--- src/rtl/cla_pkg.sv ---
`default_nettype none
// ============================================================================
// Module   : cla_pkg
// Purpose  : Shared constants and the 4-bit lookahead carry function.
// Revision : 1.0
// ============================================================================
package cla_pkg;

    localparam int GRP_W = 4;

    // In-group carries c[3:0] plus group propagate/generate for the carry-out.
    typedef struct packed {
        logic [3:0] c;
        logic       pg;
        logic       gg;
    } cla4_t;

    function automatic cla4_t cla4_carries(input logic [3:0] p,
                                           input logic [3:0] g,
                                           input logic       c0);
        cla4_t r;
        r.c[0] = c0;
        r.c[1] = g[0] | (p[0] & c0);
        r.c[2] = g[1] | (p[1] & g[0]) | (p[1] & p[0] & c0);
        r.c[3] = g[2] | (p[2] & g[1]) | (p[2] & p[1] & g[0])
               | (p[2] & p[1] & p[0] & c0);
        r.gg   = g[3] | (p[3] & g[2]) | (p[3] & p[2] & g[1])
               | (p[3] & p[2] & p[1] & g[0]);
        r.pg   = &p;
        return r;
    endfunction

endpackage
`default_nettype wire

--- src/rtl/cla_group4.sv ---
`default_nettype none
// ============================================================================
// Module   : cla_group4
// Purpose  : Combinational 4-bit carry-lookahead group (sum, carry-out, c3).
// Revision : 1.0
// ============================================================================
module cla_group4
    import cla_pkg::*;
(
    input  logic [3:0] a,
    input  logic [3:0] b,
    input  logic       ci,
    output logic [3:0] s,
    output logic       co,
    output logic       c3
);

    logic [3:0] w_p;
    logic [3:0] w_g;
    cla4_t      w_cla;

    assign w_p   = a ^ b;
    assign w_g   = a & b;
    assign w_cla = cla4_carries(w_p, w_g, ci);

    assign s  = w_p ^ w_cla.c;
    assign co = w_cla.gg | (w_cla.pg & ci);
    assign c3 = w_cla.c[3];

endmodule
`default_nettype wire

--- src/rtl/cla_addsub_pipe.sv ---
`default_nettype none
// ============================================================================
// Module   : cla_addsub_pipe
// Purpose  : Pipelined carry-lookahead add/subtract with valid/ready handshake.
// Revision : 1.0
// ============================================================================
module cla_addsub_pipe
    import cla_pkg::*;
#(
    parameter int WIDTH = 16,
    parameter int GPS   = 1
) (
    input  logic             clk,
    input  logic             rst_n,
    input  logic             in_valid,
    output logic             in_ready,
    input  logic [WIDTH-1:0] a,
    input  logic [WIDTH-1:0] b,
    input  logic             sub,
    input  logic             cin,
    output logic             out_valid,
    input  logic             out_ready,
    output logic [WIDTH-1:0] sum,
    output logic             cout,
    output logic             ovf,
    output logic             zero
);

    localparam int NSTAGE = WIDTH / (GRP_W * GPS);

    if ((GPS < 1) || (WIDTH < GRP_W * GPS) || ((WIDTH % (GRP_W * GPS)) != 0))
    begin : g_param_check
        $error("cla_addsub_pipe: WIDTH must be a non-zero multiple of 4*GPS");
    end

    logic             w_en;

    // Rank k holds the operands waiting for stage k plus the sum bits below it.
    logic [NSTAGE-1:0] r_vld;
    logic [NSTAGE-1:0] r_c;
    logic [WIDTH-1:0]  r_a [NSTAGE];
    logic [WIDTH-1:0]  r_b [NSTAGE];
    logic [WIDTH-1:0]  r_s [NSTAGE];

    logic [WIDTH-1:0]  w_sn [NSTAGE];
    logic [NSTAGE-1:0] w_co;
    logic              w_msb_c;

    logic              r_ovld;
    logic [WIDTH-1:0]  r_sum;
    logic              r_cout;
    logic              r_ovf;
    logic              r_zero;

    assign w_en = ~r_ovld | out_ready;

    for (genvar k = 0; k < NSTAGE; k++) begin : g_stage
        logic [GPS:0]         w_gc;
        logic [GPS-1:0]       w_g3;
        logic [GPS-1:0][3:0]  w_gs;
        logic [WIDTH-1:0]     w_s;

        assign w_gc[0] = r_c[k];

        for (genvar g = 0; g < GPS; g++) begin : g_grp
            localparam int C_LSB = (k * GPS + g) * GRP_W;
            cla_group4 u_grp (
                .a  (r_a[k][C_LSB +: GRP_W]),
                .b  (r_b[k][C_LSB +: GRP_W]),
                .ci (w_gc[g]),
                .s  (w_gs[g]),
                .co (w_gc[g+1]),
                .c3 (w_g3[g])
            );
        end

        always_comb begin
            w_s = r_s[k];
            for (int g = 0; g < GPS; g++) begin
                w_s[(k * GPS + g) * GRP_W +: GRP_W] = w_gs[g];
            end
        end

        assign w_sn[k] = w_s;
        assign w_co[k] = w_gc[GPS];

        if (k == NSTAGE - 1) begin : g_last
            assign w_msb_c = w_g3[GPS-1];
        end
    end

    always_ff @(posedge clk) begin
        if (!rst_n) begin
            r_vld  <= '0;
            r_c    <= '0;
            for (int k = 0; k < NSTAGE; k++) begin
                r_a[k] <= '0;
                r_b[k] <= '0;
                r_s[k] <= '0;
            end
            r_ovld <= 1'b0;
            r_sum  <= '0;
            r_cout <= 1'b0;
            r_ovf  <= 1'b0;
            r_zero <= 1'b0;
        end else if (w_en) begin
            // Subtract is A + ~B + 1; cin only matters for add.
            r_vld[0] <= in_valid;
            r_a[0]   <= a;
            r_b[0]   <= sub ? ~b : b;
            r_c[0]   <= sub | cin;
            r_s[0]   <= '0;
            for (int k = 1; k < NSTAGE; k++) begin
                r_vld[k] <= r_vld[k-1];
                r_a[k]   <= r_a[k-1];
                r_b[k]   <= r_b[k-1];
                r_c[k]   <= w_co[k-1];
                r_s[k]   <= w_sn[k-1];
            end
            r_ovld <= r_vld[NSTAGE-1];
            r_sum  <= w_sn[NSTAGE-1];
            r_cout <= w_co[NSTAGE-1];
            r_ovf  <= w_co[NSTAGE-1] ^ w_msb_c;
            r_zero <= ~|w_sn[NSTAGE-1];
        end
    end

    assign in_ready  = w_en;
    assign out_valid = r_ovld;
    assign sum       = r_sum;
    assign cout      = r_cout;
    assign ovf       = r_ovf;
    assign zero      = r_zero;

endmodule
`default_nettype wire

--- config.mk ---
export PLATFORM = sky130hd
export DESIGN_NAME = cla_addsub_pipe
export DESIGN_NICKNAME = d
export VERILOG_FILES = /design/src/rtl/cla_pkg.sv /design/src/rtl/cla_group4.sv /design/src/rtl/cla_addsub_pipe.sv
export SDC_FILE = /design/constraint.sdc
export NUM_CORES = 1
export LEC_CHECK = 0
export CORE_MARGIN = 2
export CORE_UTILIZATION = 30
export CTS_CLUSTER_SIZE = 16
export DETAILED_ROUTE_END_ITERATION = 8
export HOLD_SLACK_MARGIN = 0.03
export PLACE_DENSITY = 0.6
export SYNTH_ARGS = -nofsm -noshare
export SYNTH_HDL_FRONTEND = slang
export SYNTH_SLANG_ARGS = --single-unit
--- constraint.sdc ---
create_clock -name clk -period 5.7 [get_ports clk]
set_clock_uncertainty 0.1 [all_clocks]
set_input_delay 1.14 -clock clk [delete_from_list [all_inputs] [get_ports clk]]
set_output_delay 1.14 -clock clk [all_outputs]
set_load 0.05 [all_outputs]
## Word-level counts from Yosys, hierarchy flattened

Memory sizes are Yosys's and may differ from the RTL's.
Cells that the tools add are included.

- Muxes and demuxes: 17
- Bitwise gates (word level): 129
- Reductions and logical operators: 6

Operators with widths:

| kind | number |
|---|---|
| 16-bit two-way mux | 13 |
| 1-bit AND | 60 |
| 1-bit bitwise OR | 54 |
| 4-bit XOR | 8 |
| 4-bit AND | 4 |
| 16-bit NOT | 1 |
| 4-bit AND reduction | 4 |
| 16-bit OR reduction | 1 |
| 1-bit two-way mux | 4 |
| 1-bit zero test | 1 |
| 1-bit NOT | 1 |
| 1-bit XOR | 1 |

- Bits in registers: 28
- RAM bits: 192
- Input bits: 38
- Output and inout port bits: 21
- Logic and storage cells: 162
- Memories: 3

Memories:

| memory | words | bits a word | read ports | clocked after memory_dff | wr ports | line | text |
|---|---|---|---|---|---|---|---|
| r_a | 4 | 16 | 4 | 0 | 4 | cla_addsub_pipe.sv:41 | `logic [WIDTH-1:0] r_a [NSTAGE];` |
| r_b | 4 | 16 | 4 | 0 | 4 | cla_addsub_pipe.sv:42 | `logic [WIDTH-1:0] r_b [NSTAGE];` |
| r_s | 4 | 16 | 4 | 0 | 4 | cla_addsub_pipe.sv:43 | `logic [WIDTH-1:0] r_s [NSTAGE];` |

## Logic depth before layout (Yosys ltp)

- Depth in word-level cells: 8
- Gate-level depth with buffers: 7
- Mapped depth without buffers: 6

## Hierarchy

Synthesis repeated with hierarchy kept, for this count alone.

- Cell total of the unflattened synthesis: 450
- Area, all modules: 5773.0 um^2

By module, submodules not included:

| module | instances | cells each | area each (um^2) | seq. area each (um^2) |
|---|---|---|---|---|
| cla_addsub_pipe | 1 | 374 | 5102.4 | 3683.5 |
| cla_group4 at g_stage[1].g_grp[0].u_grp ... | 3 | 18 | 163.9 | 0.0 |
| cla_group4 at g_stage[0].g_grp[0].u_grp | 1 | 22 | 178.9 | 0.0 |

## Worst setup path after synthesis

Ideal clock, no wire load.

- Path type: input port to flip-flop
- Start point: input port rst_n
- End point: memory r_a[0][0] (enable)
- Library setup time: 0.951 ns
- Data arrival time: 3.488 ns
- Data required time: 4.649 ns
- Setup slack: 1.161 ns
- Cell stages on the path: 4
- Path buffers: 3
- Cells stage by stage: buf_2 buf_2 clkbuf_1 nand2_1

RTL lines:

| element | line | text |
|---|---|---|
| start, declared | cla_addsub_pipe.sv:14 | `input logic rst_n,` |
| end, declared | cla_addsub_pipe.sv:41 |  |

## Worst setup path after layout

- Start point: input port out_ready
- End point: output port in_ready

- Cells in the longest elaborated chain, start to end: 1

RTL lines:

| element | line | text |
|---|---|---|
| start, declared | cla_addsub_pipe.sv:22 | `input logic out_ready,` |
| 1-bit bitwise OR | cla_addsub_pipe.sv:55 | `assign w_en = ~r_ovld \| out_ready;` |
| end, declared | cla_addsub_pipe.sv:16 | `output logic in_ready,` |

Every way passes these cells.

==> results.toml <==
[worst_setup_path]
cp-start-kind = "input port"
critPathArrivalTime_ns = 2.55
crit_path_end_kind = "primary output"
crit_chain = "clkdlybuf4s50_1, nor2b_4, clkinv_4, clkdlybuf4s50_1"
crit_fanout = 2
crit_slowest_cell = "clkdlybuf4s50_1"
required_ns = 4.46
crit_family = "buffers and inverters"
path_buf_inv = 3
crit_path_max_incr_delay_ns = 0.70
cp_common_cell = "clkdlybuf4s50_1"
timing_worst_setup_path_type = "in2out"

[flow_run]
cap_violations = 0

[floorplanning]
start_util_pct = 30.3
die_h_um = 141
die_w_um = 141
core_mm2 = 0.0185
std_cell_rows = 50
fp.dieArea_mm2 = 0.0198
pin_count = 59

[timing]
rsz0062_at_grt = "false"
setup_viol = 0
finalCriticalPeriod_ns = 3.79
max_slew_margin_pct = 35.5
min_period_over_period_pct = 66.5
hold_viol_final = 0
worstMarginPinSlew_ns = 0.967
setup-tns-final_ns = 0
fmax_mhz = 264
slew_viol_final = 0

[power_and_ir_drop]
peakVddDrop_v = 0.000206
p_leak_nw = 3.00
powerDensity_mw_per_mm2 = 342

[place]
io_buffers = 58
dp_hpwl_um = 5960
place_area_mm2 = 0.00639
gp_congestion = 0.735

[grt]
grt_max_degree = 102
grtUsageMet2_pct = 14.2
grt_overflow = 0
antenna_found_initial = 0
grt.busiest_layer = "met1"
met1_usage_pct = 14.4
gr-usage-all-layers_pct = 10.1
use_met3_pct = 3.23
grt_pass1_vias = 3206
grt_pass1_wl_um = 16000

[logic_synthesis]
synthCells = 441
synth_common_cells = "104 x edfxtp_1, 79 x and3_1, 47 x nand2_1"
synth-edff-count = 104
yosysUniqueCellTypes = 41
synth_top_area_cell = "edfxtp_1"
ys_seq_elements = 132
yosysMostFrequentCell = "edfxtp_1"
netlist_area_mm2 = 0.00561
synth_ff_type = "edfxtp_1"
ys_seq_area_share_pct = 65.6
synth-async-reset-ratio_pct = 0
yosys_warnings = 0
synth_area_leaders = "edfxtp_1 56%, dfxtp_1 10%, and3_1 8.8%"
synth_nets = 499
avgSynthCellArea_um2 = 12.7
synth_top_area_share_pct = 55.6

[drt]
ant_nets = 0
vias = 3305
wl_um = 9440
drc = 0
viasPerCell = 4.48
avgRoutedWirePerCell_um = 12.8
dr.pass1.iters = 4
drtIter0Drc = 226

[cts]
cts_max_level = 4
clk_latency_ns = 0.41
cts_sinks = 132
path_clk_slew_ns = 0.05
cts_tree = "built"
postCtsHoldBufs = 0
cts-root-buf = "clkbuf_16"
cts.path.max_buffers = 2
cts.repair.resized = 0
post_cts_buffers = 0
cts_buffers = 17

[final_layout]
syn2layout_area_growth_pct = 25.1
fin_nets = 549
layout-drive-gt1-share_pct = 7.94
finalInstanceArea_mm2 = 0.00702
nFillCells = 1755
fin_util_pct = 37.9
diodes = 0

[hold_path]
holdCritPathClass = "reg2reg"

[outcome]
run_status = "finished clean"
## layout make-up
type | instances | area, um2 | area share (%)
clock inverters | 13 | 199 | 2.83
well taps | 234 | 293 | 4.17
clock buffers | 19 | 433 | 6.17
flip-flops and latches | 132 | 3680 | 52.5
inverters | 10 | 42.5 | 0.606
multi-input cells | 268 | 1760 | 25.1
repair buffers | 62 | 606 | 8.63
## metrics by stage
stage / std cells / hold slack [ns] / power [mW] / setup slack [ns]
final: 738 / 0.363 / 2.40 / 1.91
after detailed placement: 706 / 0.359 / 1.28 / 1.88
after CTS: 738 / 0.367 / 2.43 / 1.88
after global routing: 738 / 0.386 / 2.49 / 1.86
after floorplan: 441 / 0.341 / 1.22 / 1.16
after global placement: 706 / 0.352 / 1.27 / 1.87
## worst paths after layout
check                         startpoint             endpoint  slack (ns)  cells past startpoint
setup reg to reg  out_valid$_SDFFE_PN0P_    zero$_SDFFE_PN0P_        3.16                      6
hold reg to reg      sum[0]$_SDFFE_PN0P_  sum[0]$_SDFFE_PN0P_        0.36                      2
setup / recovery               out_ready             in_ready        1.91                      4
hold / removal       sum[0]$_SDFFE_PN0P_  sum[0]$_SDFFE_PN0P_        0.36                      2
## cells in the final DEF (no fill, tap or decap), drive strengths merged, types with 3 or more instances in the layout
cell	n
clkinv	5
bufinv	4
dfxtp	28
nor2	33
nand2	48
o21ai	8
clkbuf	19
ha	16
clkdlybuf4s50	57
xnor2	17
a211oi	5
and2	3
edfxtp	104
a21o	4
fa	4
o311a	3
and3	79
nand2b	3
inv	12
buf	5
a21oi	5
a21boi	16
xor2	6
## state kept, by name, summed over array words and instances (netlist names)
register,count
zero,1
r_vld,4
r_c,4
cout,1
r_b,40
r_a,40
ovf,1
out_valid,1
sum,16
r_s,24
## cells by family after synthesis
| logic type | Yosys count | share of synthesized area (%) |
|---|---|---|
| simple gates | 174 | 16.1 |
| fa+ha+maj | 20 | 4.99 |
| flops | 132 | 65.6 |
| compound gates | 50 | 6.40 |
| mux | 1 | 0.178 |
| buf+inv | 41 | 3.10 |
| xor+xnor | 23 | 3.59 |
## metal layers
metal	share of wire [%]	wire length, um
met1	50	4760
met5	0	0
met3	5.8	545
met4	1.5	138
met2	42	4000
## power breakdown
part / leakage [nW] / switching, mW / internal (mW) / total [mW]
clock network: 0.300 / 0.404 / 0.740 / 1.14
logic: 1.23 / 0.0771 / 0.0747 / 0.152
registers: 1.47 / 0.0164 / 1.09 / 1.11
total: 3.00 / 0.498 / 1.90 / 2.40
## worst register-to-register path, stage by stage, from the launching register on
cell and delay [ns]:
dfxtp_1 0.31, nor2b_4 0.14, clkinv_4 0.05, buf_4 0.63, nand2_4 0.40, or4b_1 0.60, o31ai_2 0.21
No activity file was read; power rests on OpenSTA's default activity.
